[config.mk]
export PLATFORM = sky130hd
export DESIGN_NAME = modulador_param
export DESIGN_NICKNAME = d
export VERILOG_FILES = /design/src/rtl/modulador_pkg.sv /design/src/rtl/modulador_sine_lut.sv /design/src/rtl/modulador_param.sv
export SDC_FILE = /design/constraint.sdc
export NUM_CORES = 1
export LEC_CHECK = 0
export BUFFER_PORTS_ARGS = -buffer_cell sky130_fd_sc_hd__buf_2
export CAP_MARGIN = 20
export CORE_UTILIZATION = 53
export CTS_BUF_LIST = sky130_fd_sc_hd__clkbuf_8
export DETAILED_ROUTE_END_ITERATION = 12
export GPL_ROUTABILITY_DRIVEN = 0
export PLACE_DENSITY = 0.73
export RECOVER_POWER = 25
export SETUP_SLACK_MARGIN = 0.05
export SLEW_MARGIN = 10
export SYNTH_ARGS = -nofsm -noshare
export SYNTH_HDL_FRONTEND = slang
export SYNTH_SLANG_ARGS = --single-unit
[constraint.sdc]
create_clock -name clk -period 4.7 [get_ports clk]
set_input_delay 0.47 -clock clk [delete_from_list [all_inputs] [get_ports clk]]
set_output_delay 0.47 -clock clk [all_outputs]
set_load 0.05 [all_outputs]
[src/rtl/modulador_pkg.sv]
// Shared definitions for the modulador block: FSM state encoding, the
// modulation mode encoding on mode_i, and the per-sample phase steps.
package modulador_pkg;

  typedef enum logic {
    ST_IDLE = 1'b0,
    ST_SEND = 1'b1
  } state_t;

  // Encoding of mode_i, latched together with the word.
  localparam logic MODE_FSK  = 1'b0;
  localparam logic MODE_BPSK = 1'b1;

  // Phase increments per sample: a full carrier cycle per bit advances by 2,
  // a half cycle per bit advances by 1 (table holds two cycles' worth of steps).
  localparam int STEP_FULL_CYCLE = 2;
  localparam int STEP_HALF_CYCLE = 1;

endpackage

[src/rtl/modulador_sine_lut.sv]
// Combinational sine table for the modulator carrier.
// N = 2^(SPB_LOG2+1) entries, entry k = round(M + M*sin(2*pi*k/N)) with
// M = 2^(SAMP_W-1), saturated to the unsigned range of SAMP_W bits.
// Contents are computed at elaboration with a real-valued Taylor series.
module modulador_sine_lut #(
  parameter int SPB_LOG2 = 5,
  parameter int SAMP_W   = 8
) (
  input  logic [SPB_LOG2:0]  idx,
  output logic [SAMP_W-1:0]  sample
);

  localparam int N = 2 ** (SPB_LOG2 + 1);

  // sin(x) for x already reduced to [-pi, pi]; the series converges well there.
  function automatic real sine_series(input real x);
    real term;
    real sum;
    term = x;
    sum  = x;
    for (int n = 1; n <= 12; n++) begin
      term = -term * x * x / (real'(2 * n) * real'(2 * n + 1));
      sum  = sum + term;
    end
    return sum;
  endfunction

  // Round half up and clamp into [0, 2^SAMP_W-1].
  function automatic int round_sat(input real v);
    int r;
    int top;
    top = (1 << SAMP_W) - 1;
    if (v < 0.0) begin
      r = 0;
    end else begin
      r = $rtoi(v + 0.5);
    end
    if (r > top) r = top;
    return r;
  endfunction

  function automatic int sine_entry(input int k);
    real pi;
    real ang;
    real mid;
    pi  = 3.14159265358979323846;
    mid = real'(1 << (SAMP_W - 1));
    ang = 2.0 * pi * real'(k) / real'(N);
    if (ang > pi) ang = ang - 2.0 * pi;
    return round_sat(mid + mid * sine_series(ang));
  endfunction

  logic [SAMP_W-1:0] rom [N];

  for (genvar k = 0; k < N; k++) begin : g_rom
    localparam int ENTRY = sine_entry(k);
    assign rom[k] = ENTRY[SAMP_W-1:0];
  end

  assign sample = rom[idx];

endmodule

[src/rtl/modulador_param.sv]
// Word-serial FSK / BPSK carrier modulator.
// Accepts a DATA_W-bit word with a ready/valid handshake and emits
// 2^SPB_LOG2 unsigned carrier samples per bit. Mode 0 is continuous-phase
// FSK (bit 0: one carrier cycle per bit, bit 1: half a cycle), mode 1 is
// BPSK (one cycle per bit, bit 1 shifted by half a turn).
// Build option: define MODULADOR_MSB_FIRST_EN to serialise MSB first
// (LSB first otherwise).
module modulador_param
  import modulador_pkg::*;
#(
  parameter int DATA_W   = 8,
  parameter int SAMP_W   = 8,
  parameter int SPB_LOG2 = 5
) (
  input  logic              clk,
  input  logic              rst,
  input  logic [DATA_W-1:0] data_i,
  input  logic              data_valid_i,
  output logic              data_ready_o,
  input  logic              mode_i,
  output logic [SAMP_W-1:0] sample_o,
  output logic              sample_valid_o,
  output logic              busy_o,
  output logic              word_done_o
);

  localparam int PH_W  = SPB_LOG2 + 1;
  localparam int BIT_W = (DATA_W > 1) ? $clog2(DATA_W) : 1;

  localparam logic [BIT_W-1:0]    BIT_LAST  = BIT_W'(DATA_W - 1);
  localparam logic [SPB_LOG2-1:0] SAMP_LAST = '1;
  localparam logic [PH_W-1:0]     HALF_TURN = {1'b1, {SPB_LOG2{1'b0}}};
  localparam logic [SAMP_W-1:0]   SAMP_MID  = {1'b1, {(SAMP_W-1){1'b0}}};

  // Bit position within the word for a given bit count.
  function automatic logic [BIT_W-1:0] bit_pos(input logic [BIT_W-1:0] cnt);
`ifdef MODULADOR_MSB_FIRST_EN
    return BIT_LAST - cnt;
`else
    return cnt;
`endif
  endfunction

  // Phase advance per sample for the bit currently on air.
  function automatic logic [PH_W-1:0] phase_step(input logic mode, input logic bitv);
    if (mode == MODE_FSK && bitv) begin
      return PH_W'(STEP_HALF_CYCLE);
    end
    return PH_W'(STEP_FULL_CYCLE);
  endfunction

  state_t              state, state_nxt;
  logic [BIT_W-1:0]    bit_cnt, bit_nxt;
  logic [SPB_LOG2-1:0] samp_cnt, samp_nxt;
  logic [PH_W-1:0]     phase, phase_nxt;
  logic [DATA_W-1:0]   word_q, word_nxt;
  logic                mode_q, mode_nxt;

  logic                accept;
  logic                last_sample;
  logic                cur_bit;
  logic                nxt_bit;
  logic [PH_W-1:0]     lut_idx;
  logic [SAMP_W-1:0]   lut_sample;
  logic [SAMP_W-1:0]   sample_nxt;
  logic                vld_nxt;
  logic                done_nxt;

  assign last_sample  = (state == ST_SEND) && (samp_cnt == SAMP_LAST) && (bit_cnt == BIT_LAST);
  assign data_ready_o = (state == ST_IDLE) || last_sample;
  assign accept       = data_valid_i && data_ready_o;
  assign busy_o       = (state == ST_SEND);
  assign cur_bit      = word_q[bit_pos(bit_cnt)];

  // Next-state: counters/phase describe the sample shown after the next edge.
  always_comb begin
    state_nxt = state;
    bit_nxt   = bit_cnt;
    samp_nxt  = samp_cnt;
    phase_nxt = phase;
    word_nxt  = word_q;
    mode_nxt  = mode_q;
    unique case (state)
      ST_IDLE: begin
        if (accept) begin
          state_nxt = ST_SEND;
          word_nxt  = data_i;
          mode_nxt  = mode_i;
          bit_nxt   = '0;
          samp_nxt  = '0;
          phase_nxt = '0;
        end
      end
      ST_SEND: begin
        if (last_sample) begin
          bit_nxt  = '0;
          samp_nxt = '0;
          if (accept) begin
            // Back-to-back word: carrier phase continues without a jump.
            word_nxt  = data_i;
            mode_nxt  = mode_i;
            phase_nxt = phase + phase_step(mode_q, cur_bit);
          end else begin
            state_nxt = ST_IDLE;
            phase_nxt = '0;
          end
        end else begin
          samp_nxt  = samp_cnt + 1'b1;
          phase_nxt = phase + phase_step(mode_q, cur_bit);
          if (samp_cnt == SAMP_LAST) begin
            bit_nxt = bit_cnt + 1'b1;
          end
        end
      end
      default: state_nxt = ST_IDLE;
    endcase
  end

  // Table lookup for the upcoming sample, BPSK adds half a turn for a 1 bit.
  always_comb begin
    nxt_bit = word_nxt[bit_pos(bit_nxt)];
    lut_idx = phase_nxt;
    if (mode_nxt == MODE_BPSK && nxt_bit) begin
      lut_idx = phase_nxt + HALF_TURN;
    end
    vld_nxt    = (state_nxt == ST_SEND);
    sample_nxt = vld_nxt ? lut_sample : SAMP_MID;
    done_nxt   = vld_nxt && (samp_nxt == SAMP_LAST) && (bit_nxt == BIT_LAST);
  end

  modulador_sine_lut #(
    .SPB_LOG2 (SPB_LOG2),
    .SAMP_W   (SAMP_W)
  ) u_sine_lut (
    .idx    (lut_idx),
    .sample (lut_sample)
  );

  // Control state, counters, phase and registered outputs.
  always_ff @(posedge clk) begin
    if (rst) begin
      state          <= ST_IDLE;
      bit_cnt        <= '0;
      samp_cnt       <= '0;
      phase          <= '0;
      sample_o       <= SAMP_MID;
      sample_valid_o <= 1'b0;
      word_done_o    <= 1'b0;
    end else begin
      state          <= state_nxt;
      bit_cnt        <= bit_nxt;
      samp_cnt       <= samp_nxt;
      phase          <= phase_nxt;
      sample_o       <= sample_nxt;
      sample_valid_o <= vld_nxt;
      word_done_o    <= done_nxt;
    end
  end

  // Latched word and mode; only meaningful while a word is on air.
  always_ff @(posedge clk) begin
    word_q <= word_nxt;
    mode_q <= mode_nxt;
  end

endmodule
# [Yosys cells after proc, flatten, opt, wreduce, memory -nomap -nowiden]
# Memory sizes are Yosys's and may differ from the RTL's. A register that Yosys moved wholly into a read port is not among the register bits.
# Cells that the tools add are included.
[word_totals] wordCells=71 in_bits=12 output_inout_bits=12 mem_count=1 mem_bits_ro=512 register_bits=25
[mem_list] name="(name not given)" depth=64 width=8 rd=1 rd_ports_with_merged_regs=1 write_ports=0 line="modulador_sine_lut.sv:60" rtl="assign sample = rom[idx];"
[op_classes] muxes=39 reduce_logical=9 add_sub_neg=5 n_eq_ne=4 n_bitwise=4 order_cmp=2
[op_table] cell="6-bit two-way mux" n=12
[op_table] cell="8-bit two-way mux" n=2
[op_table] cell="8-bit one-hot mux with 2 select lines" n=1
[op_table] cell="6-bit adder" n=2
[op_table] cell="1-bit two-way mux" n=12
[op_table] cell="6-bit one-hot mux with 2 select lines" n=1
[op_table] cell="5-bit == test, second input constant" n=2
[op_table] cell="5-bit two-way mux" n=2
[op_table] cell="5-bit one-hot mux with 2 select lines" n=1
[op_table] cell="3-bit two-way mux" n=3
[op_table] cell="3-bit by 4-bit less-than comparator with 1-bit output, second input constant" n=2
[op_table] cell="1-bit logical AND" n=7
[op_table] cell="6-bit inverter with 7-bit output" n=1
[op_table] cell="6-bit adder, second input constant" n=1
[op_table] cell="1-bit binary-select mux with 3-bit select" n=2
[op_table] cell="3-bit == test, second input constant" n=2
[op_table] cell="3-bit one-hot mux with 2 select lines" n=1
[op_table] cell="5-bit by 1-bit adder with 5-bit output, second input constant" n=1
[op_table] cell="1-bit one-hot mux with 2 select lines" n=2
[op_table] cell="3-bit by 1-bit adder with 3-bit output, second input constant" n=1
[op_table] cell="1-bit inverter" n=3
[op_table] cell="2-bit OR reduction" n=1
[op_table] cell="1-bit logical OR" n=1

# [Depth between registers and ports, before layout]
# Gate-level depths: netlist of the first run.
[depth] depth_word=19 mapped_depth=16 depth_no_buf=16

# [Modules after synthesis]
# Synthesis of the first run repeated with hierarchy kept, for this count alone.
[hier_totals] hier_cells=261 area_unflattened_um2=2328.5
[by_module_without_submodules] module="modulador_param" instances=1 seq_area_each_um2=660.6 area_each_um2=1556.5 cells_each=152
[by_module_without_submodules] module="modulador_sine_lut" instances=1 seq_area_each_um2=0.0 area_each_um2=772.0 cells_each=109

# [Worst setup path before layout of the first run]
# No wires, ideal clock.
[synth_path] path_kind="register to register" from="register bit_cnt[0]" to="register sample_o[2]" t_arrival_ps=3263 period_less_slack_ps=3391 setup_slack_ps=1309 n_path_buf=0 stages_incl_launch_ff=16 t_required_ps=4572 setup_time_ps=128 path_cell_list="dfxtp_1 -> mux4_2 -> nand2b_1 -> a21o_1 -> inv_1 -> ha_1 -> inv_1 -> fa_1 -> o21ai_1 -> inv_2 -> ha_1 -> o211ai_1 -> o311ai_0 -> o211ai_1 -> o311a_1 -> nor3_1"
[synth_via] elab_chain_cells=18 elab_cells_between_ends=48 cone_classes="add/sub (4); eq/ne (1); mux (35); bitwise (2); reduce/logical (6)"
[synth_lines] item="start: declaration" line="modulador_param.sv:53" rtl="logic [BIT_W-1:0] bit_cnt, bit_nxt;"
[synth_lines] item="start signal: assignment" line="modulador_param.sv:151" rtl="bit_cnt <= bit_nxt;"
[synth_lines] item="1-bit binary-select mux with 3-bit select" line="modulador_param.sv:73" rtl="assign cur_bit = word_q[bit_pos(bit_cnt)];"
[synth_lines] item="1-bit two-way mux (not written as such)" line="modulador_param.sv:73"
[synth_lines] item="1-bit logical AND" line="modulador_param.sv:46" rtl="if (mode == MODE_FSK && bitv) begin"
[synth_lines] item="1-bit two-way mux" line="modulador_param.sv:46"
[synth_lines] item="1-bit two-way mux" line="modulador_param.sv:98" rtl="if (accept) begin"
[synth_lines] item="1-bit two-way mux" line="modulador_param.sv:95" rtl="if (last_sample) begin"
[synth_lines] item="1-bit two-way mux" line="modulador_param.sv:83" rtl="unique case (state)"
[synth_lines] item="6-bit two-way mux" line="modulador_param.sv:49" rtl="return PH_W'(STEP_FULL_CYCLE);"
[synth_lines] item="(+3 left out)"
[synth_lines] item="6-bit adder" line="modulador_param.sv:102" rtl="phase_nxt = phase + phase_step(mode_q, cur_bit);"
[synth_lines] item="6-bit two-way mux" line="modulador_param.sv:98"
[synth_lines] item="6-bit two-way mux" line="modulador_param.sv:95"
[synth_lines] item="6-bit one-hot mux with 2 select lines" line="modulador_param.sv:83"
[synth_lines] item="6-bit adder" line="modulador_param.sv:124" rtl="lut_idx = phase_nxt + HALF_TURN;"
[synth_lines] item="6-bit two-way mux *" line="modulador_param.sv:123" rtl="if (mode_nxt == MODE_BPSK && nxt_bit) begin"
[synth_lines] item="net lut_idx[1]" line="modulador_param.sv:63" rtl="logic [PH_W-1:0] lut_idx;"
[synth_lines] item="6-bit inverter with 7-bit output (not written as such) *" line="modulador_sine_lut.sv:60"
[synth_lines] item="end: declaration" line="modulador_param.sv:21" rtl="output logic [SAMP_W-1:0] sample_o,"
# The timed path passes the listed nets; every way through them passes the cells marked *. The select of a mux whose other input is x is not followed.
# A chain may end at the register's enable or synchronous reset.

# [Final worst setup path of the first run]
# Ends and elaborated chain as after synthesis.

==> results by group, run 1 <==
STA
  – Final hold vios: 0
  – Final setup vio count: 0
  – RSZ-0062 raised after global routing: no
  – Slew margin rel.: 48.88%
  – Fmax: 254.1 MHz
  – Setup ws final: 0.7639 ns
  – Final period util: 83.75%
  – Final Critical Period: 3.936 ns
  – Total Neg Setup Slack: 0 ns
  – Fin Clk Skew: 0.01216 ns
  – Slew of the pin with the lowest slew margin: 0.7633 ns
  – Final slew viol count: 0

Route
  – Vias/cell: 6.243
  – DR iter-0 viols: 209
  – WL final: 5792 µm
  – DRC: 0
  – Post-DRT Antenna Nets: 0
  – Drt first pass iters: 5
  – Wire length per cell: 16.18 µm
  – Via count: 2235

Clock tree
  – Clock Sinks: 33
  – Postcts setup bufs: 0
  – H-tree lvl count: 2
  – CTS clock-pin slew for the worst setup and hold paths: 0.08 ns
  – Hold Buf Count CTS: 0
  – Cts repair resizes: 0
  – Clk buf depth: 2
  – TritonCTS clock tree: yes
  – Root Buffer: clkbuf_8
  – Clk_lat worst skew: 0.29 ns
  – Num CTS Buffers: 5

Yosys
  – Synth warn: 0
  – EDFF count, synth: 0
  – Syn nets: 315
  – Syn Std Cell Area: 2306 µm²
  – Top post-synthesis cells by area: dfxtp_1 (29%), ha_1 (7.6%), nor2_1 (5.5%)
  – Sequential share of the synthesized area: 28.65%
  – Main synth FF type: dfxtp_1
  – Fraction of registers with async set/reset: 0%
  – Synth top area share: 28.65%
  – Cell taking the most area after synthesis: dfxtp_1
  – Cells after Synth: 288
  – Number of library cell types mapped by synthesis: 57
  – Register bit total from synthesis: 33
  – Synthesized area per cell: 8.007 µm²

Global routing
  – Tot GR Track Use: 27.53%
  – Grt total ovfl: 0
  – Pin count of the biggest net entering global routing: 22
  – Initial antenna violation count: 0
  – Vias in the first global route: 1971
  – First-pass GRT wire length: 9494 µm

Final layout
  – FILL cells: 385
  – Multi-input logic area: 1524 µm²
  – Layout net count: 334
  – Antenna cell count: 0
  – FF/Latch Area: 660.6 µm²
  – Share of cells above drive strength 1: 14.29%
  – Post-route cell area: 2540 µm²
  – P&R area growth vs syn: 10.15%

Setup path
  – WP buf/inv: 3
  – Worst EP required: 4.89 ns
  – CP delay by family, top: compound AO/OA/AOI/OAI gates
  – Critical path capture point type: register
  – Max FO, Critical Path: 9
  – CP max stage cell: o21ai_1
  – CP Class: reg2reg
  – Crit start category: register
  – Worst EP arrival: 4.12 ns
  – Max incr delay on CP: 0.61 ns
  – Critical path cell sequence: mux4_2 > nand2b_1 > a21o_1 > inv_1 > ha_1 > inv_1 > fa_1 > o21ai_1 > inv_2 > ha_1 > o211ai_1 > o311ai_0 > o211ai_1 > o311a_1 > nor3_1

Run status
  – Status: finished clean

Pwr
  – Power density over cell area: 317.1 nW/µm²
  – Clock power frac: 34.5%
  – Internal power: 535.9 µW
  – Net Switching: 269.4 µW
  – Switching share of power: 33.45%
  – Register share of total power: 39.1%
  – Gate power share: 26.4%
  – Peak supply drop: 173.9 µV
  – Leakage power: 0.001006 µW

Floorplan
  – Row count: 23
  – Die footprint: 4619 µm²
  – Initial Util: 56.43%
  – Core Region: 4086 µm²
  – Die Ht: 67.96 µm
  – Die width: 67.96 µm
  – # IOs: 24

Placement
  – Pre-CTS setup slack: 0.8840 ns
  – HPWL Detailed: 4159 µm
  – PortBufs: 23
  – Dpl cell area: 2447 µm²

Run
  – Max-cap violations: 0

Worst hold path
  – Worst min-delay path class: in2reg
==> state kept, by name, summed over array words and instances, names as in the netlist <==
signal and cells:
busy_o 1, word_done_o 1, sample_o 8, phase 6, samp_cnt 5, mode_q 1, bit_cnt 3, word_q 8
==> cell type report <==
type	count	share of cell area [%]
clock buffers	5	2.709
clock inverters	3	1.823
inverters	13	2.020
multi-input cells	228	60.00
flip-flops and latches	33	26.01
well taps	50	2.463
repair buffers	26	4.975
==> metrics by stage <==
step	hold WS, ns	total power (µW)	utilization, %	instances
final	0.3976	805.3	62.16	358
after global routing	0.3887	840.7	62.16	358
after CTS	0.3945	804.7	62.71	358
after detailed placement	0.4679	529.7	59.89	350
after global placement	0.4607	530.7	59.89	350
after floorplan	0.4319	480.1	-	288
==> layer usage <==
| layer | share of wire [%] | up-vias | routed length (µm) | track usage (%) |
|---|---|---|---|---|
| met5 | 0 | - | 0 | 0 |
| met4 | 1.3 | 0 | 78 | 8.333 |
| met3 | 9.7 | 14 | 562 | 8.000 |
| met2 | 40 | 110 | 2301 | 36.76 |
| met1 | 49 | 1021 | 2849 | 41.32 |
| li1 | - | 1090 | - | - |
==> kinds of logic (layout without fill, tap and decap cells) <==
kind of cell / Yosys count / in the layout / share of synthesized area, %
muxes: 18 / 18 / 9.495
AOI/OAI and AO/OA: 83 / 83 / 24.15
DFF: 33 / 33 / 28.65
and+or+nand+nor: 106 / 106 / 22.19
adders and majority gates: 15 / 15 / 8.465
xor gates and xnor gates: 6 / 6 / 2.279
buffers and inverters: 27 / 47 / 4.775
==> worst paths after layout <==
path                     from     endpoint  slack (ns)  cells past startpoint
setup / recovery   bit_cnt[0]  sample_o[2]        0.76                     15
hold / removal      data_i[7]    word_q[7]        0.40                      2
setup reg to reg   bit_cnt[0]  sample_o[2]        0.76                     15
hold reg to reg   samp_cnt[4]  samp_cnt[4]        0.49                      2
==> power by group through the flow <==
stage	registers, µW	logic [µW]	clock network [µW]
5_1_grt	318	231	292
3_3_place_gp	321	210	0
2_1_floorplan	340	140	0
3_5_place_dp	321	209	0
4_1_cts	315	210	280
6_report	315	213	277
==> placed cells by master (no fill, tap or decap), types with 2 or more instances in the layout <==
master	count
nand3_1	6
and3_1	2
o21ai_1	7
buf_2	14
o21ai_0	9
xnor2_1	4
clkbuf_8	5
inv_1	9
o211ai_1	7
nor3_1	12
xor2_1	2
mux4_2	2
nand3b_1	4
a311oi_1	4
nor2_1	34
clkbuf_1	9
nand2b_1	4
a31oi_1	9
mux2_2	10
dfxtp_1	33
inv_2	3
a211oi_1	3
a21oi_1	22
a21o_1	4
nand2_1	31
o21a_1	2
nor2b_1	3
ha_1	14
a221o_1	2
o311a_1	2
buf_4	3
mux2i_1	5
==> synth_stat cells, types with 3 or more instances <==
library cell / instances
a311oi_1: 4
a21oi_1: 21
xnor2_1: 4
mux2i_1: 5
nor3_1: 12
o21ai_0: 9
o211ai_1: 7
inv_2: 3
inv_1: 9
a21o_1: 4
a31oi_1: 9
nor2_1: 34
ha_1: 14
nand3b_1: 4
nand2b_1: 4
nand2_1: 31
a211oi_1: 3
nor2b_1: 3
o21ai_1: 7
clkbuf_1: 11
nand3_1: 6
dfxtp_1: 33
mux2_2: 10
Power figures use the tool's default switching activity.
==> run 2, diff against run 1 <==
- clock period: 4.7 -> 3.7 ns (I/O delays scaled with it)
==> results by group, run 2 (synthesis gave the netlist of run 1 again) <==
Run status
  – Status: finished clean

Floorplan
  – # IOs: 24 (unchanged)
  – Row count: 23 (unchanged)
  – Core Region: 4086 µm² (unchanged)
  – Die Ht: 67.96 µm (unchanged)
  – Die footprint: 4619 µm² (unchanged)
  – Initial Util: 56.43% (unchanged)
  – Die width: 67.96 µm (unchanged)

Clock tree
  – Clk_lat worst skew: 0.29 ns (about the same)
  – TritonCTS clock tree: yes
  – CTS clock-pin slew for the worst setup and hold paths: 0.07 ns (about the same)
  – Clk buf depth: 2 (unchanged)
  – Root Buffer: clkbuf_8
  – Num CTS Buffers: 5 (unchanged)
  – H-tree lvl count: 2 (unchanged)
  – Clock Sinks: 33 (unchanged)

Pwr
  – Leakage power: 0.001041 µW (+3.5%)
  – Power density over cell area: 365.7 nW/µm² (+15%)
  – Peak supply drop: 197.2 µV (+13%)

Setup path
  – Reg2Reg Depth: 14 (-1)
  – CP Class: reg2reg
  – Crit start category: register
  – Worst EP required: 3.90 ns (-0.99 ns)
  – CP max stage cell: or4_1
  – WP depth: 14 (-1)
  – WP buf/inv: 3 (unchanged)
  – Worst EP arrival: 3.68 ns (-0.44 ns)
  – Critical path cell sequence: mux4_2 > nand2b_1 > a21o_1 > inv_1 > ha_1 > inv_1 > fa_1 > and3b_1 > a31oi_1 > a21oi_2 > buf_4 > o21ai_0 > or4_1 > a31oi_1
  – CP delay by family, top: simple AND/OR/NAND/NOR gates
  – Max incr delay on CP: 0.55 ns (-0.06 ns)
  – Max FO, Critical Path: 6 (-3)
  – Critical path capture point type: register

STA
  – Final Critical Period: 3.478 ns (-0.4583 ns)
  – Slew margin rel.: 60.44% (+12 points)
  – Final setup vio count: 0 (unchanged)
  – Final hold vios: 0 (unchanged)
  – Slew of the pin with the lowest slew margin: 0.5960 ns (-0.1673 ns)
  – Fmax: 287.5 MHz (+13%)
  – Final slew viol count: 0 (unchanged)
  – Final period util: 93.99% (+10 points)
  – Fin Clk Skew: 0.003447 ns (-0.008714 ns)
  – RSZ-0062 raised after global routing: yes
  – Total Neg Setup Slack: 0 ns (unchanged)

Route
  – Post-DRT Antenna Nets: 0 (unchanged)
  – Highest metal used: met4
  – Detail Route met3 WL: 583 µm (+3.7%)
  – DRC: 0 (unchanged)
  – WL met2: 2609 µm (+13%)
  – Drt first pass iters: 7 (+2)
  – Metal-1 WL: 2706 µm (-5.0%)
  – DR iter-0 viols: 238 (+14%)
  – Via count: 2339 (+4.7%)
  – Vias/cell: 6.356 (+1.8%)
  – WL final: 6009 µm (+3.7%)
  – Wire length per cell: 16.33 µm (+0.93%)

Final layout
  – Share of cells above drive strength 1: 17.92% (+3.6 points)
  – Most frequent cells in the layout: nor2_1 (34), dfxtp_1 (32), nand2_1 (31), a21oi_1 (20), ha_1 (14)
  – Post-route cell area: 2605 µm² (+2.6%)
  – Fin cells: 368 (+2.8%)
  – Layout net count: 344 (+3.0%)
  – Largest registers: sample_o: 8 flops, word_q: 8 flops, phase: 6 flops
  – Antenna cell count: 0 (unchanged)
  – Commonest non-fill, non-tap cell in the layout: nor2_1
  – P&R area growth vs syn: 12.97%

Global routing
  – Pin count of the biggest net entering global routing: 19 (-14%)
  – Tot GR Track Use: 27.74% (+0.21 points)
  – First-pass GRT wire length: 9549 µm (+0.58%)
  – Initial antenna violation count: 0 (unchanged)
  – Vias in the first global route: 2017 (+2.3%)
  – Grt total ovfl: 0 (unchanged)

Placement
  – HPWL Detailed: 4412 µm (+6.1%)
  – PortBufs: 23 (unchanged)
  – Dpl cell area: 2515 µm² (+2.8%)
  – DP Cell Count: 359 (+2.6%)

Worst hold path
  – Hold path depth: 2 (unchanged)
  – Worst min-delay path class: in2reg

Run
  – Max-cap violations: 0 (unchanged)
## run 2: area by class of cell
type	instances	area [µm²]
multi-input cells	228	1544
fillers	369	1481
flip-flops and latches	33	661.9
repair buffers	36	198.9
clock buffers	5	68.82
well taps	50	62.56
inverters	13	51.30
clock inverters	3	17.52
## run 2: worst register-to-register path, cell delays in order (launching register included)
cell	delay [ns]
dfxtp_2	0.36
mux4_2	0.33
nand2b_1	0.06
a21o_1	0.20
inv_1	0.10
ha_1	0.20
inv_1	0.07
fa_1	0.42
and3b_1	0.28
a31oi_1	0.16
a21oi_2	0.19
buf_4	0.16
o21ai_0	0.10
or4_1	0.55
a31oi_1	0.23
## run 2: path summary, 6_finish.rpt
kind | slack [ns] | from | to
worst min-delay path | 0.30 | data_i[6] | word_q[6]
worst max-delay path | 0.22 | bit_cnt[0] | sample_o[0]
worst max register to register | 0.22 | bit_cnt[0] | sample_o[0]
worst min register to register | 0.47 | word_q[4] | word_q[4]
## run 2: where the power goes
part | leakage (µW) | internal, µW | switching, µW
Clock | 0.0000439 | 130 | 139
Combinational | 0.000726 | 105 | 181
Sequential | 0.000271 | 382 | 15.1
Total | 0.00104 | 618 | 335
## run 2: repair_timing
item,4_1_cts,5_1_grt
buffers inserted,0,1
resized for setup,0,5
hold buffers,0,0
setup endpoints to repair,0,5
## run 2: through the flow
step | power (µW) | setup WS (ns) | utilization, % | hold slack [ns]
3_5_place_dp | 683.0 | 0.2054 | 61.54 | 0.4623
3_3_place_gp | 680.4 | 0.3374 | 61.54 | 0.4599
2_1_floorplan | 609.9 | 0.3088 | - | 0.4319
5_1_grt | 996.0 | 0.04298 | 63.75 | 0.3074
6_report | 952.5 | 0.2222 | 63.75 | 0.3025
4_1_cts | 947.3 | 0.1779 | 63.66 | 0.2985
## run 2: metal layers
| metal | vias to the layer above | track usage [%] |
|---|---|---|
| met5 | - | 0 |
| met1 | 1065 | 39.45 |
| met2 | 146 | 40.69 |
| met4 | 0 | 9.896 |
| met3 | 22 | 6.000 |
| li1 | 1106 | - |
